==> src/rtl/recovery_sequencer_pkg.sv <==
// Shared types and helpers for the lockstep fault-recovery controller.
// Latency: n/a (declarations only).
// Backpressure: n/a.
package ft_ctrl_pkg;

  typedef enum logic [2:0] {
    ST_IDLE,
    ST_DRAIN,
    ST_COPY,
    ST_FLUSH,
    ST_DONE,
    ST_FAIL
  } rec_state_t;

  // Width of the saturating recovery statistics counter.
  localparam int REC_CNT_W = 8;

  function automatic int num_reg(input int addr_width);
    return 1 << addr_width;
  endfunction

endpackage

==> src/rtl/recovery_sequencer_if.sv <==
// Halt handshake plus golden-read / faulty-write register-file port.
// Latency: n/a (signal bundle); golden read data is expected one cycle after address.
// Backpressure: halt_ack_i is the only flow control; the register-file port never stalls.
// master = recovery_sequencer, slave = cores / register-file side.
interface recovery_sequencer_if #(
  parameter int ADDR_WIDTH = 5,
  parameter int DATA_WIDTH = 32
);
  logic                  error_i;
  logic                  halt_o;
  logic                  halt_ack_i;
  logic [ADDR_WIDTH-1:0] rf_rd_addr_o;
  logic [DATA_WIDTH-1:0] rf_rd_data_i;
  logic                  rf_we_o;
  logic [ADDR_WIDTH-1:0] rf_wr_addr_o;
  logic [DATA_WIDTH-1:0] rf_wr_data_o;

  modport master (
    input  error_i, halt_ack_i, rf_rd_data_i,
    output halt_o, rf_rd_addr_o, rf_we_o, rf_wr_addr_o, rf_wr_data_o
  );

  modport slave (
    output error_i, halt_ack_i, rf_rd_data_i,
    input  halt_o, rf_rd_addr_o, rf_we_o, rf_wr_addr_o, rf_wr_data_o
  );
endinterface

==> src/rtl/recovery_sequencer_sweep_counter.sv <==
// Sweep address generator: loads FIRST on start, steps on advance, flags the top register.
// Latency: address updates one cycle after start/advance.
// Backpressure: holds its value whenever advance is low.
// Ports: clk, rst_i, i_start, i_advance -> o_addr, o_last.
module sweep_counter
  import ft_ctrl_pkg::*;
#(
  parameter int ADDR_WIDTH = 5,
  parameter int FIRST      = 1
) (
  input  logic                  clk,
  input  logic                  rst_i,
  input  logic                  i_start,
  input  logic                  i_advance,
  output logic [ADDR_WIDTH-1:0] o_addr,
  output logic                  o_last
);

  // Terminal compare against all-ones: the counter is never advanced past the
  // top register, so it cannot wrap back to 0 mid-sweep.
  localparam logic [ADDR_WIDTH-1:0] LAST = ADDR_WIDTH'(num_reg(ADDR_WIDTH) - 1);

  logic [ADDR_WIDTH-1:0] r_addr;

  always_ff @(posedge clk) begin
    if (rst_i) begin
      r_addr <= '0;
    end else if (i_start) begin
      r_addr <= ADDR_WIDTH'(FIRST);
    end else if (i_advance) begin
      r_addr <= r_addr + ADDR_WIDTH'(1);
    end
  end

  assign o_addr = r_addr;
  assign o_last = (r_addr == LAST);

endmodule

==> src/rtl/recovery_sequencer.sv <==
// Halts the lockstep cores on an error and copies golden registers into the faulty copy.
// Latency: error -> halt 1 cycle; ack -> first read 1 cycle; read -> write 1 cycle.
// Backpressure: waits indefinitely in DRAIN for halt_ack_i; the sweep itself never stalls.
// Ports: clk, rst_i, bus (master modport), busy_o, done_o, fail_o, recov_count_o.
module recovery_sequencer
  import ft_ctrl_pkg::*;
#(
  parameter int ADDR_WIDTH = 5,
  parameter int DATA_WIDTH = 32,
  parameter int SKIP_ZERO  = 1,
  parameter int MAX_RETRY  = 3
) (
  input  logic                  clk,
  input  logic                  rst_i,
  recovery_sequencer_if.master  bus,
  output logic                  busy_o,
  output logic                  done_o,
  output logic                  fail_o,
  output logic [REC_CNT_W-1:0]  recov_count_o
);

  localparam int RW = $clog2(MAX_RETRY + 2);

  rec_state_t            r_state;
  logic [RW-1:0]         r_retry;
  logic                  r_halt;
  logic                  r_busy;
  logic                  r_done;
  logic                  r_fail;
  logic                  r_we;
  logic [ADDR_WIDTH-1:0] r_wr_addr;
  logic [REC_CNT_W-1:0]  r_count;

  logic                  w_sweeping;
  logic                  w_can_retry;
  logic                  w_start;
  logic                  w_advance;
  logic                  w_last;
  logic [ADDR_WIDTH-1:0] w_addr;

  assign w_sweeping  = (r_state == ST_COPY) || (r_state == ST_FLUSH);
  assign w_can_retry = (r_retry < RW'(MAX_RETRY));
  // Restart from FIRST on drain completion or on a retryable mid-sweep error.
  assign w_start     = ((r_state == ST_DRAIN) && bus.halt_ack_i) ||
                       (w_sweeping && bus.error_i && w_can_retry);
  // Stop stepping once the top register has been issued.
  assign w_advance   = (r_state == ST_COPY) && !bus.error_i && !w_last;

  sweep_counter #(
    .ADDR_WIDTH (ADDR_WIDTH),
    .FIRST      (SKIP_ZERO)
  ) u_sweep (
    .clk       (clk),
    .rst_i     (rst_i),
    .i_start   (w_start),
    .i_advance (w_advance),
    .o_addr    (w_addr),
    .o_last    (w_last)
  );

  always_ff @(posedge clk) begin
    if (rst_i) begin
      r_state   <= ST_IDLE;
      r_retry   <= '0;
      r_halt    <= 1'b0;
      r_busy    <= 1'b0;
      r_done    <= 1'b0;
      r_fail    <= 1'b0;
      r_we      <= 1'b0;
      r_wr_addr <= '0;
      r_count   <= '0;
    end else begin
      r_done    <= 1'b0;
      // Write stage: a read issued this cycle is written next cycle unless an
      // error arrives now, which drops it (restart or failure).
      r_we      <= (r_state == ST_COPY) && !bus.error_i;
      r_wr_addr <= w_addr;
      case (r_state)
        ST_IDLE: begin
          if (bus.error_i) begin
            r_state <= ST_DRAIN;
            r_halt  <= 1'b1;
            r_busy  <= 1'b1;
            r_retry <= '0;
            if (r_count != {REC_CNT_W{1'b1}}) r_count <= r_count + REC_CNT_W'(1);
          end
        end
        ST_DRAIN: begin
          if (bus.halt_ack_i) r_state <= ST_COPY;
        end
        ST_COPY, ST_FLUSH: begin
          if (bus.error_i) begin
            if (w_can_retry) begin
              r_retry <= r_retry + RW'(1);
              r_state <= ST_COPY;
            end else begin
              r_state <= ST_FAIL;
              r_fail  <= 1'b1;
            end
          end else if (r_state == ST_FLUSH) begin
            r_state <= ST_DONE;
            r_done  <= 1'b1;
            r_halt  <= 1'b0;
          end else if (w_last) begin
            r_state <= ST_FLUSH;
          end
        end
        ST_DONE: begin
          // An error here starts a fresh recovery straight away.
          if (bus.error_i) begin
            r_state <= ST_DRAIN;
            r_halt  <= 1'b1;
            r_retry <= '0;
            if (r_count != {REC_CNT_W{1'b1}}) r_count <= r_count + REC_CNT_W'(1);
          end else begin
            r_state <= ST_IDLE;
            r_busy  <= 1'b0;
          end
        end
        ST_FAIL: begin
          r_state <= ST_FAIL;
        end
        default: r_state <= ST_IDLE;
      endcase
    end
  end

  assign bus.halt_o       = r_halt;
  assign bus.rf_rd_addr_o = w_addr;
  assign bus.rf_we_o      = r_we;
  assign bus.rf_wr_addr_o = r_wr_addr;
  // Golden data arrives the cycle after its read, i.e. in the write cycle.
  assign bus.rf_wr_data_o = r_we ? bus.rf_rd_data_i : '0;
  assign busy_o           = r_busy;
  assign done_o           = r_done;
  assign fail_o           = r_fail;
  assign recov_count_o    = r_count;

endmodule
==> src/flat_wrapper.sv <==
// flat-port wrapper written by rule: the top's interface ports become plain ports
module recovery_sequencer_flat import ft_ctrl_pkg::*;
#(
  parameter int ADDR_WIDTH = 5,
  parameter int DATA_WIDTH = 32,
  parameter int SKIP_ZERO  = 1,
  parameter int MAX_RETRY  = 3
)
  (clk, rst_i, busy_o, done_o, fail_o, recov_count_o, bus_error_i, bus_halt_ack_i, bus_rf_rd_data_i, bus_halt_o, bus_rf_rd_addr_o, bus_rf_we_o, bus_rf_wr_addr_o, bus_rf_wr_data_o);
  recovery_sequencer_if #(.ADDR_WIDTH(ADDR_WIDTH), .DATA_WIDTH(DATA_WIDTH)) bus_i ();
  input  logic clk;
  input  logic rst_i;
  output logic busy_o;
  output logic done_o;
  output logic fail_o;
  output logic [REC_CNT_W-1:0] recov_count_o;
  input wire logic [$bits(bus_i.error_i)-1:0] bus_error_i;
  input wire logic [$bits(bus_i.halt_ack_i)-1:0] bus_halt_ack_i;
  input wire logic [$bits(bus_i.rf_rd_data_i)-1:0] bus_rf_rd_data_i;
  output wire logic [$bits(bus_i.halt_o)-1:0] bus_halt_o;
  output wire logic [$bits(bus_i.rf_rd_addr_o)-1:0] bus_rf_rd_addr_o;
  output wire logic [$bits(bus_i.rf_we_o)-1:0] bus_rf_we_o;
  output wire logic [$bits(bus_i.rf_wr_addr_o)-1:0] bus_rf_wr_addr_o;
  output wire logic [$bits(bus_i.rf_wr_data_o)-1:0] bus_rf_wr_data_o;
  assign bus_i.error_i = bus_error_i;
  assign bus_i.halt_ack_i = bus_halt_ack_i;
  assign bus_i.rf_rd_data_i = bus_rf_rd_data_i;
  assign bus_halt_o = bus_i.halt_o;
  assign bus_rf_rd_addr_o = bus_i.rf_rd_addr_o;
  assign bus_rf_we_o = bus_i.rf_we_o;
  assign bus_rf_wr_addr_o = bus_i.rf_wr_addr_o;
  assign bus_rf_wr_data_o = bus_i.rf_wr_data_o;
  recovery_sequencer #(.ADDR_WIDTH(ADDR_WIDTH), .DATA_WIDTH(DATA_WIDTH), .SKIP_ZERO(SKIP_ZERO), .MAX_RETRY(MAX_RETRY)) u_core (.clk(clk), .rst_i(rst_i), .bus(bus_i), .busy_o(busy_o), .done_o(done_o), .fail_o(fail_o), .recov_count_o(recov_count_o));
endmodule
==> config.mk <==
export PLATFORM = sky130hd
export DESIGN_NAME = recovery_sequencer_flat
export DESIGN_NICKNAME = d
export VERILOG_FILES = /design/src/rtl/recovery_sequencer_pkg.sv /design/src/rtl/recovery_sequencer_if.sv /design/src/rtl/recovery_sequencer_sweep_counter.sv /design/src/rtl/recovery_sequencer.sv /design/src/flat_wrapper.sv
export SDC_FILE = /design/constraint.sdc
export NUM_CORES = 1
export LEC_CHECK = 0
export ABC_AREA = 1
export CAP_MARGIN = 10
export CORE_UTILIZATION = 39
export CTS_CLUSTER_SIZE = 14
export DETAILED_ROUTE_END_ITERATION = 8
export PLACE_DENSITY = 0.83
export SLEW_MARGIN = 10
export SYNTH_ARGS = -nofsm -noshare
export SYNTH_HDL_FRONTEND = slang
export SYNTH_HIERARCHICAL = 1
export SYNTH_SLANG_ARGS = --single-unit
==> constraint.sdc <==
create_clock -name clk -period 2.07 [get_ports clk]
set_clock_uncertainty 0.1 [all_clocks]
set_input_delay 0.414 -clock clk [delete_from_list [all_inputs] [get_ports clk]]
set_output_delay 0.414 -clock clk [all_outputs]
set_load 0.03 [all_outputs]
After elaboration in Yosys (flattened, before gate mapping) --
Index checks and enable logic that the tools add are counted.
Storage, ports and cells: register bits after elaboration 29, logic and storage cells 78
Operators by class: $add $sub $neg 3, order comparisons 1, eq/ne operators 16, mux-type cells 22, bitwise logic cells 2, reductions and logical operators 23
Operators by type and width (number):
- 2-to-1 mux 32 bit | 1
- 2-to-1 mux 3 bit | 9
- case mux 3 bit (5 select lines) | 1
- AND reduction 3 bit | 4
- != test 2 bit (second input constant) | 5
- adder 8 x 1 -> 8 bit (second input constant) | 1
- 2-to-1 mux 1 bit | 8
- != test 8 bit (second input constant) | 1
- AND reduction 4 bit | 2
- equality test 3 x 2 -> 1 bit (second input constant) | 2
- equality test 3 bit (second input constant) | 2
- != test 2 x 1 -> 1 bit (second input constant) | 3
- case mux 3 bit (2 select lines) | 1
- nonzero test 2 bit | 3
- OR reduction 2 bit | 3
- adder 5 x 1 -> 5 bit (second input constant) | 1
- equality test 5 bit (second input constant) | 1
- logical AND 1 bit | 5
- != test 4 x 2 -> 1 bit (second input constant) | 1
- case mux 1 bit (2 select lines) | 2
- adder 3 x 1 -> 3 bit (second input constant) | 1
- equality test 3 x 1 -> 1 bit (second input constant) | 1
- logical NOT 3 bit | 1
- < comparator 3 x 2 -> 1 bit (second input constant) | 1
- 4 further kinds | 7

Longest topological paths before layout --
Gate-level depths: netlist (run 1).
word-level depth 6, mapped depth 11

Hierarchy --
Netlist (run 1), hierarchy kept.
Modules (own cells, without submodules):
- recovery_sequencer | times used 1, cells an instance 241, area an instance 1437.6 µm², sequential area each 480.5 µm²
- sweep_counter | times used 1, cells an instance 30, area an instance 230.2 µm², sequential area each 100.1 µm²

Worst setup path before layout (run 1) --
OpenSTA, ideal clock, no wires.
path kind reg2reg, start point register u_core.u_sweep.r_addr[0], in the netlist u_core/u_sweep/o_addr[0], end point register u_core.u_sweep.r_addr[3], in the netlist u_core/u_sweep/o_addr[3], library setup time 0.114 ns, arrival 1.662 ns, setup slack 0.195 ns, cell stages (with the launch flop) 12, path buffers 0, clock period less this slack 1.875 ns, cell sequence dfxtp_1 -> ha_1 -> and3_1 -> ha_1 -> inv_1 -> nand3_2 -> inv_1 -> nand2_2 -> nor2_2 -> nand2_1 -> nand2_1 -> nor2_1
On the way: word-level cells in the longest chain between the ends 3, elaborated cells between the ends (all ways) 4
RTL lines:
- start, declared | line recovery_sequencer_sweep_counter.sv:23 | logic [ADDR_WIDTH-1:0] r_addr;
- start signal, assigned | line recovery_sequencer_sweep_counter.sv:29 | r_addr <= ADDR_WIDTH'(FIRST);
- start signal, assigned | line recovery_sequencer_sweep_counter.sv:31 | r_addr <= r_addr + ADDR_WIDTH'(1);
- equality test 5 bit | line recovery_sequencer_sweep_counter.sv:36 | assign o_last = (r_addr == LAST);
- net u_core.w_last | line recovery_sequencer.sv:38 | logic w_last;
- logical NOT 1 bit | line recovery_sequencer.sv:47 | assign w_advance = (r_state == ST_COPY) && !bus.error_i && !w_last;
- logical AND 1 bit | line recovery_sequencer.sv:47
- net u_core.w_advance | line recovery_sequencer.sv:37 | logic w_advance;
The timed path passes the listed nets, and every way through them passes these cells. A chain may end at the register's enable or synchronous reset.

Worst setup path in the final report (run 1) --
start point register u_core.u_sweep.r_addr[0], in the netlist u_core/u_sweep/o_addr[0], end point output bus_rf_rd_addr_o[0]
RTL lines:
- end, declared | line flat_wrapper.sv:21 | output wire logic [$bits(bus_i.rf_rd_addr_o)-1:0] bus_rf_rd_addr_o;
No word-level cell between the ends.

==> results.rst, run 1 <==
.. list-table::
   :header-rows: 1

   * - Metric
     - Value
   * - Floorplan die area
     - 4542 um^2
   * - Share of the yosys chip area belonging to registers
     - 34.81%
   * - Status
     - finished clean
   * - Clock-pin slew of the registers on the worst-case setup and hold paths
     - 0.06 ns
   * - Max cap viols
     - 0
   * - Type of the setup path with the least slack
     - reg2out
   * - Average detailed-routed wire length per instance
     - 10.51 um
   * - Area growth from synthesis to layout
     - 58.66%
   * - FF/Latch Area
     - 580.6 um^2
   * - Nets
     - 404
   * - Total wire length
     - 4362 um
   * - Launching element of the worst setup path
     - u_core/u_sweep/o_addr[0]
   * - Fraction of synthesis flops using an asynchronous set or reset pin
     - 0%
   * - Required time at the worst-slack endpoint
     - 1.56 ns
   * - Total of buffers placed on input and output ports
     - 90
   * - Worst R2R Start
     - u_core/u_sweep/o_addr[0]
   * - Cell family with most CP delay
     - buffers and inverters
   * - Max-slew violation count
     - 0
   * - Critical path's slowest cell
     - clkdlybuf4s50_1
   * - Least-Margin Pin Slew
     - 0.3569 ns
   * - Clock tree buffer depth
     - 2
   * - Remaining DRCs
     - 0
   * - Number of global-route vias before repair
     - 1446
   * - Antenna violations before repair
     - 0
   * - Number of cells upsized or downsized after cts
     - 0
   * - CP Launch Type
     - flop
   * - Later-pin clock latency in the skew report
     - 0.28 ns
   * - Final period utilization
     - 94.41%
   * - TritonCTS clock tree
     - built
   * - Via Count
     - 1846
   * - R2R depth
     - 11
   * - Setup repair bufs after CTS
     - 0
   * - # H-tree levels
     - 2
   * - Primary flip-flop cell chosen by synthesis mapping
     - dfxtp_1
   * - Total negative slack
     - 0 ns
   * - Placeable Area
     - 4058 um^2
   * - Arr. time, crit path
     - 1.44 ns
   * - Final critical delay including setup and external delays
     - 1.954 ns
   * - Number of buffers inserted during clock tree synthesis
     - 5
   * - Area fraction of the dominant cell type after synthesis
     - 34.81%
   * - Longest individual stage delay on the worst path
     - 0.73 ns
   * - Crit path buffers/inverters
     - 1
   * - Global Route Usage Sum
     - 18.08%
   * - Routability-driven placement congestion ratio
     - 0.9226
   * - Ratio of cells with drive above 1 in the final layout
     - 15.62%
   * - List of cells traversed by the critical path
     - clkdlybuf4s50_1
   * - Width of the die
     - 67.40 um
   * - Number of nets still failing antenna checks after routing
     - 0
   * - Flip-flop and latch count after synthesis
     - 29
   * - Max frequency
     - 511.7 MHz
   * - Final Power
     - 2178 uW
   * - Reg-to-reg slack, setup
     - 0.21 ns
   * - Netlist area before placement
     - 1668 um^2
   * - Peak VDD IR
     - 0.6365 mV
   * - Number of I/O pins
     - 91
   * - Wire length of the first global-routing pass
     - 6182 um
   * - Slew margin rel.
     - 76.21%
   * - Total stage count of the critical path
     - 1
   * - Site row count
     - 23
   * - Crit. End Element
     - primary output
   * - Pwr per Cell Area
     - 822.9 nW/um^2
   * - Clock Sinks
     - 29
   * - Leading cell types by total area after synthesis
     - dfxtp_1 (35%), nand2_1 (17%), inv_1 (13%)
   * - Via/cell ratio
     - 4.448
   * - Overall overflow remaining after global route
     - 0
   * - DIE HEIGHT
     - 67.40 um
   * - Leakage Power
     - 0.001438 uW
   * - Count of flip-flops with a built-in enable after synthesis
     - 0
   * - Critical path fanouts, max
     - 5
   * - Most area-hungry cell type in the Yosys netlist
     - dfxtp_1
   * - Yosys cell types
     - 26
   * - HPWL after detailed placement
     - 3435 um
   * - Number of search-and-repair iterations in the first detailed-routing pass
     - 4
   * - Fill cell count
     - 360
   * - Synthesis warning total
     - 6
   * - Count of routing violations after the opening detailed-route iteration
     - 56
   * - Maximum number of pins on one net before global-route repair
     - 34
   * - Number of cells produced by synthesis
     - 271
   * - Final Hold Viols
     - 0
   * - Antenna diode count
     - 0
   * - Count of hold buffers inserted by post-cts repair
     - 0
   * - Area used by multi-input combinational logic
     - 799.5 um^2
   * - Path category of the worst min-delay check
     - reg2reg
   * - Buffer cell driving the clock tree root
     - clkbuf_8
   * - HP Start
     - u_core/r_retry[2]
   * - Average footprint of a synthesized cell
     - 6.154 um^2
   * - Final setup fails
     - 0
   * - Initial Utilization
     - 41.10%
   * - Nets in the synthesized netlist
     - 311
   * - RSZ-0062 raised after global routing
     - no
   * - Cell count of the worst hold path
     - 2
==> metrics by stage <==
stage          setup WS (ns)  instance area (um^2)  util [%]  hold WS, ns  cells
6_report              0.1157                  2646     65.22       0.3540    415
3_5_place_dp         0.09448                  2530     62.35       0.3459    407
3_3_place_gp          0.1292                  2530     62.35       0.3397    407
4_1_cts              0.09882                  2646     65.22       0.3573    415
2_1_floorplan         0.1945                  1668         -       0.3289    271
5_1_grt              0.05638                  2646     65.22       0.3839    415
==> routing by layer <==
| metal | up-vias | share of wire [%] | GRT usage, % |
|---|---|---|---|
| met5 | - | 0 | 0 |
| met2 | 59 | 50 | 30.75 |
| met4 | 0 | 1.1 | 7.181 |
| li1 | 987 | - | - |
| met3 | 6 | 8.0 | 4.561 |
| met1 | 794 | 41 | 21.57 |
==> final timing paths <==
kind	endpoint
max	bus_rf_rd_addr_o[0]
min	u_core/r_retry[2]
max reg2reg	u_core/u_sweep/o_addr[3]
min reg2reg	u_core/r_retry[2]
==> registers in the layout, indices dropped and copies added, names as in the netlist <==
name and flops:
u_core/r_state 3, u_core/u_sweep/o_addr 5, u_core/recov_count_o 8, u_core/done_o 1
u_core/r_retry 3, u_core/bus.rf_we_o 1, u_core/busy_o 1, u_core/fail_o 1
u_core/bus.rf_wr_addr_o 5, u_core/bus.halt_o 1
==> cells in the final DEF, fill, tap and decap left out, drive strengths merged <==
cell type      instances
nor2                  39
nand4                  4
o21ai                  6
a21oi                 13
nand3b                 1
bufinv                 1
ha                     4
nand2                 79
nor4                   1
a31oi                  1
buf                   37
nor3                   3
o211ai                 1
clkbuf                 7
dfxtp                 29
and3                   1
xnor2                  1
nand3                 17
inv                   63
clkdlybuf4s50         57
==> synth_stat cells, drive strengths merged (3+ instances only) <==
cell type	n
clkbuf	5
inv	63
a21oi	13
buf	3
nor2	39
nor3	3
o21ai	6
dfxtp	29
nand4	4
ha	4
nand2	79
nand3	17
==> layout make-up <==
cell class,instances,area share [%]
sequential,29,21.94
clock inverter,1,1.135
tap,50,2.364
inverter,63,9.031
multi-input combinational,171,30.21
timing repair buffer,94,32.06
clock buffer,7,3.262
==> power by group <==
part           internal [uW]  switching, uW
clock                    392            211
combinational            336            517
sequential               636           84.8
==> cell families after synthesis <==
kind of cell | count (synthesis) | synth area share, %
simple gates | 145 | 37.88
buf+inv | 71 | 17.25
flops | 29 | 34.81
compound gates | 21 | 6.527
fa+ha+maj | 4 | 3.001
xor+xnor | 1 | 0.5252
No activity file was read; power rests on OpenSTA's default activity.
==> inputs of run 2 (changes only) <==
CORE_UTILIZATION = 40   (was 39)
PLACE_DENSITY = 0.82   (was 0.83)
clock period = 2.4 ns   (was 2.07 ns; I/O delays follow)
==> results.rst, run 2 (synthesis gave the netlist of run 1 again) <==
.. list-table::
   :header-rows: 1

   * - Metric
     - Value
   * - Status
     - finished clean
   * - Setup repair bufs after CTS
     - 0
   * - Number of cells upsized or downsized after cts
     - 0
   * - Minimum hold slack
     - 0.3609 ns
   * - Placeable Area
     - 4000 um^2
   * - Crit path buffers/inverters
     - 3
   * - Count of hold buffers inserted by post-cts repair
     - 0
   * - Slew margin rel.
     - 74.92%
   * - Type of the setup path with the least slack
     - in2out
   * - Cell family with most CP delay
     - buffers and inverters
   * - Site row count
     - 23
   * - Number of I/O pins
     - 91
   * - Total negative slack
     - 0 ns
   * - Max frequency
     - 431.6 MHz
   * - Number of nets still failing antenna checks after routing
     - 0
   * - Max reg flops
     - 8
   * - Pwr per Cell Area
     - 691.2 nW/um^2
   * - Longest individual stage delay on the worst path
     - 0.69 ns
   * - Overall overflow remaining after global route
     - 0
   * - Number of cells after detailed placement
     - 406
   * - Least-Margin Pin Slew
     - 0.3750 ns
   * - Post-layout instance count excluding filler cells
     - 414
   * - Path category of the worst min-delay check
     - reg2reg
   * - Worst Setup Slack post-DPL
     - 0.08082 ns
   * - Floorplan die area
     - 4432 um^2
   * - Nets
     - 403
   * - HPWL after detailed placement
     - 3392 um
   * - Critical path's slowest cell
     - clkdlybuf4s50_1
   * - Final Hold Viols
     - 0
   * - Leakage Power
     - 0.001364 uW
   * - Number of search-and-repair iterations in the first detailed-routing pass
     - 6
   * - Final period utilization
     - 96.54%
   * - Final critical delay including setup and external delays
     - 2.317 ns
   * - CP Launch Type
     - input port
   * - Crit. End Element
     - primary output
   * - Max cap viols
     - 0
   * - Width of the die
     - 66.57 um
   * - Most Frequent Cell on Critical Path
     - clkdlybuf4s50_1
   * - Buffer cell driving the clock tree root
     - clkbuf_8
   * - Ratio of cells with drive above 1 in the final layout
     - 6.593%
   * - Required time at the worst-slack endpoint
     - 1.82 ns
   * - Count of routing violations after the opening detailed-route iteration
     - 76
   * - Later-pin clock latency in the skew report
     - 0.27 ns
   * - Maximum number of pins on one net before global-route repair
     - 34
   * - Total wire length
     - 4320 um
   * - Worst setup slack after layout
     - 0.08295 ns
   * - Final Power
     - 1884 uW
   * - Max-slew violation count
     - 0
   * - Clock tree buffer depth
     - 2
   * - Final setup fails
     - 0
   * - Arr. time, crit path
     - 1.74 ns
   * - Average detailed-routed wire length per instance
     - 10.43 um
   * - Via Count
     - 1851
   * - Commonest non-fill, non-tap cells in the layout
     - clkdlybuf4s50_1 (90), nand2_1 (74), inv_1 (59), nor2_1 (36), dfxtp_1 (29)
   * - Total of buffers placed on input and output ports
     - 90
   * - Clock Sinks
     - 29
   * - Routability-driven placement congestion ratio
     - 0.9727
   * - Commonest non-fill, non-tap cell in the layout
     - clkdlybuf4s50_1
   * - Area growth from synthesis to layout
     - 63.39%
   * - DIE HEIGHT
     - 66.57 um
   * - Number of global-route vias before repair
     - 1494
   * - Number of buffers inserted during clock tree synthesis
     - 5
   * - Wire length of the first global-routing pass
     - 6479 um
   * - # H-tree levels
     - 2
   * - Via/cell ratio
     - 4.471
   * - Clock-pin slew of the registers on the worst-case setup and hold paths
     - 0.07 ns
   * - Critical path fanouts, max
     - 1
   * - Initial Utilization
     - 41.70%
   * - TritonCTS clock tree
     - built
   * - Antenna diode count
     - 0
   * - Antenna violations before repair
     - 0
   * - RSZ-0062 raised after global routing
     - no
   * - Fill cell count
     - 350
   * - Global Route Usage Sum
     - 19.21%
   * - List of cells traversed by the critical path
     - clkdlybuf4s50_1, nand2_1, inv_1, clkdlybuf4s50_1
   * - Remaining DRCs
     - 0
   * - Peak VDD IR
     - 0.5118 mV
-- run 2: cell types whose count changed in the layout (fill, tap and decap cells not counted) --
cell | before | now
buf_4 | 37 | 3
clkbuf_1 | 1 | 0
clkdlybuf4s50_1 | 57 | 90
clkinvlp_4 | 0 | 1
-- run 2: worst paths after layout --
path / start / to / slack, ns / cells past startpoint
worst min-delay path: u_core/u_sweep/o_addr[3] / u_core/bus.rf_wr_addr_o[3] / 0.36 / 2
worst max-delay path: bus_rf_rd_data_i[18] / bus_rf_wr_data_o[18] / 0.08 / 4
worst min register to register: u_core/u_sweep/o_addr[3] / u_core/bus.rf_wr_addr_o[3] / 0.36 / 2
worst max register to register: u_core/u_sweep/o_addr[0] / u_core/u_sweep/o_addr[3] / 0.52 / 11
-- run 2: tightest hold or removal path: stages (launching register included) --
cell and delay [ns]:
dfxtp_1 0.34, inv_1 0.06, nor2_1 0.03
-- run 2: final cells by class --
| cell class | instances | area, um^2 | area share [%] |
|---|---|---|---|
| tap | 50 | 62.56 | 2.296 |
| clock buffer | 6 | 82.58 | 3.030 |
| sequential | 29 | 580.6 | 21.30 |
| clock inverter | 2 | 37.54 | 1.377 |
| inverter | 63 | 239.0 | 8.770 |
| timing repair buffer | 93 | 923.4 | 33.88 |
| multi-input combinational | 171 | 799.5 | 29.34 |
-- run 2: metrics by stage --
| stage | area (um^2) | util [%] |
|---|---|---|
| after CTS | 2725 | 68.13 |
| after floorplan | 1668 | - |
| after detailed placement | 2605 | 65.12 |
| after global routing | 2725 | 68.13 |
| after global placement | 2605 | 65.12 |
| final | 2725 | 68.13 |
-- run 2: metal layers --
metal | share of wire, % | track usage (%) | vias to the layer above
met3 | 6.3 | 6.164 | 5
met2 | 51 | 33.96 | 49
met5 | 0 | 0 | -
met1 | 42 | 21.43 | 799
li1 | - | - | 998
met4 | 1.1 | 6.383 | 0
-- run 2: where the power goes --
part           internal [uW]  switching, uW
sequential               549           70.5
clock                    337            184
combinational            299            445
total                   1180            699
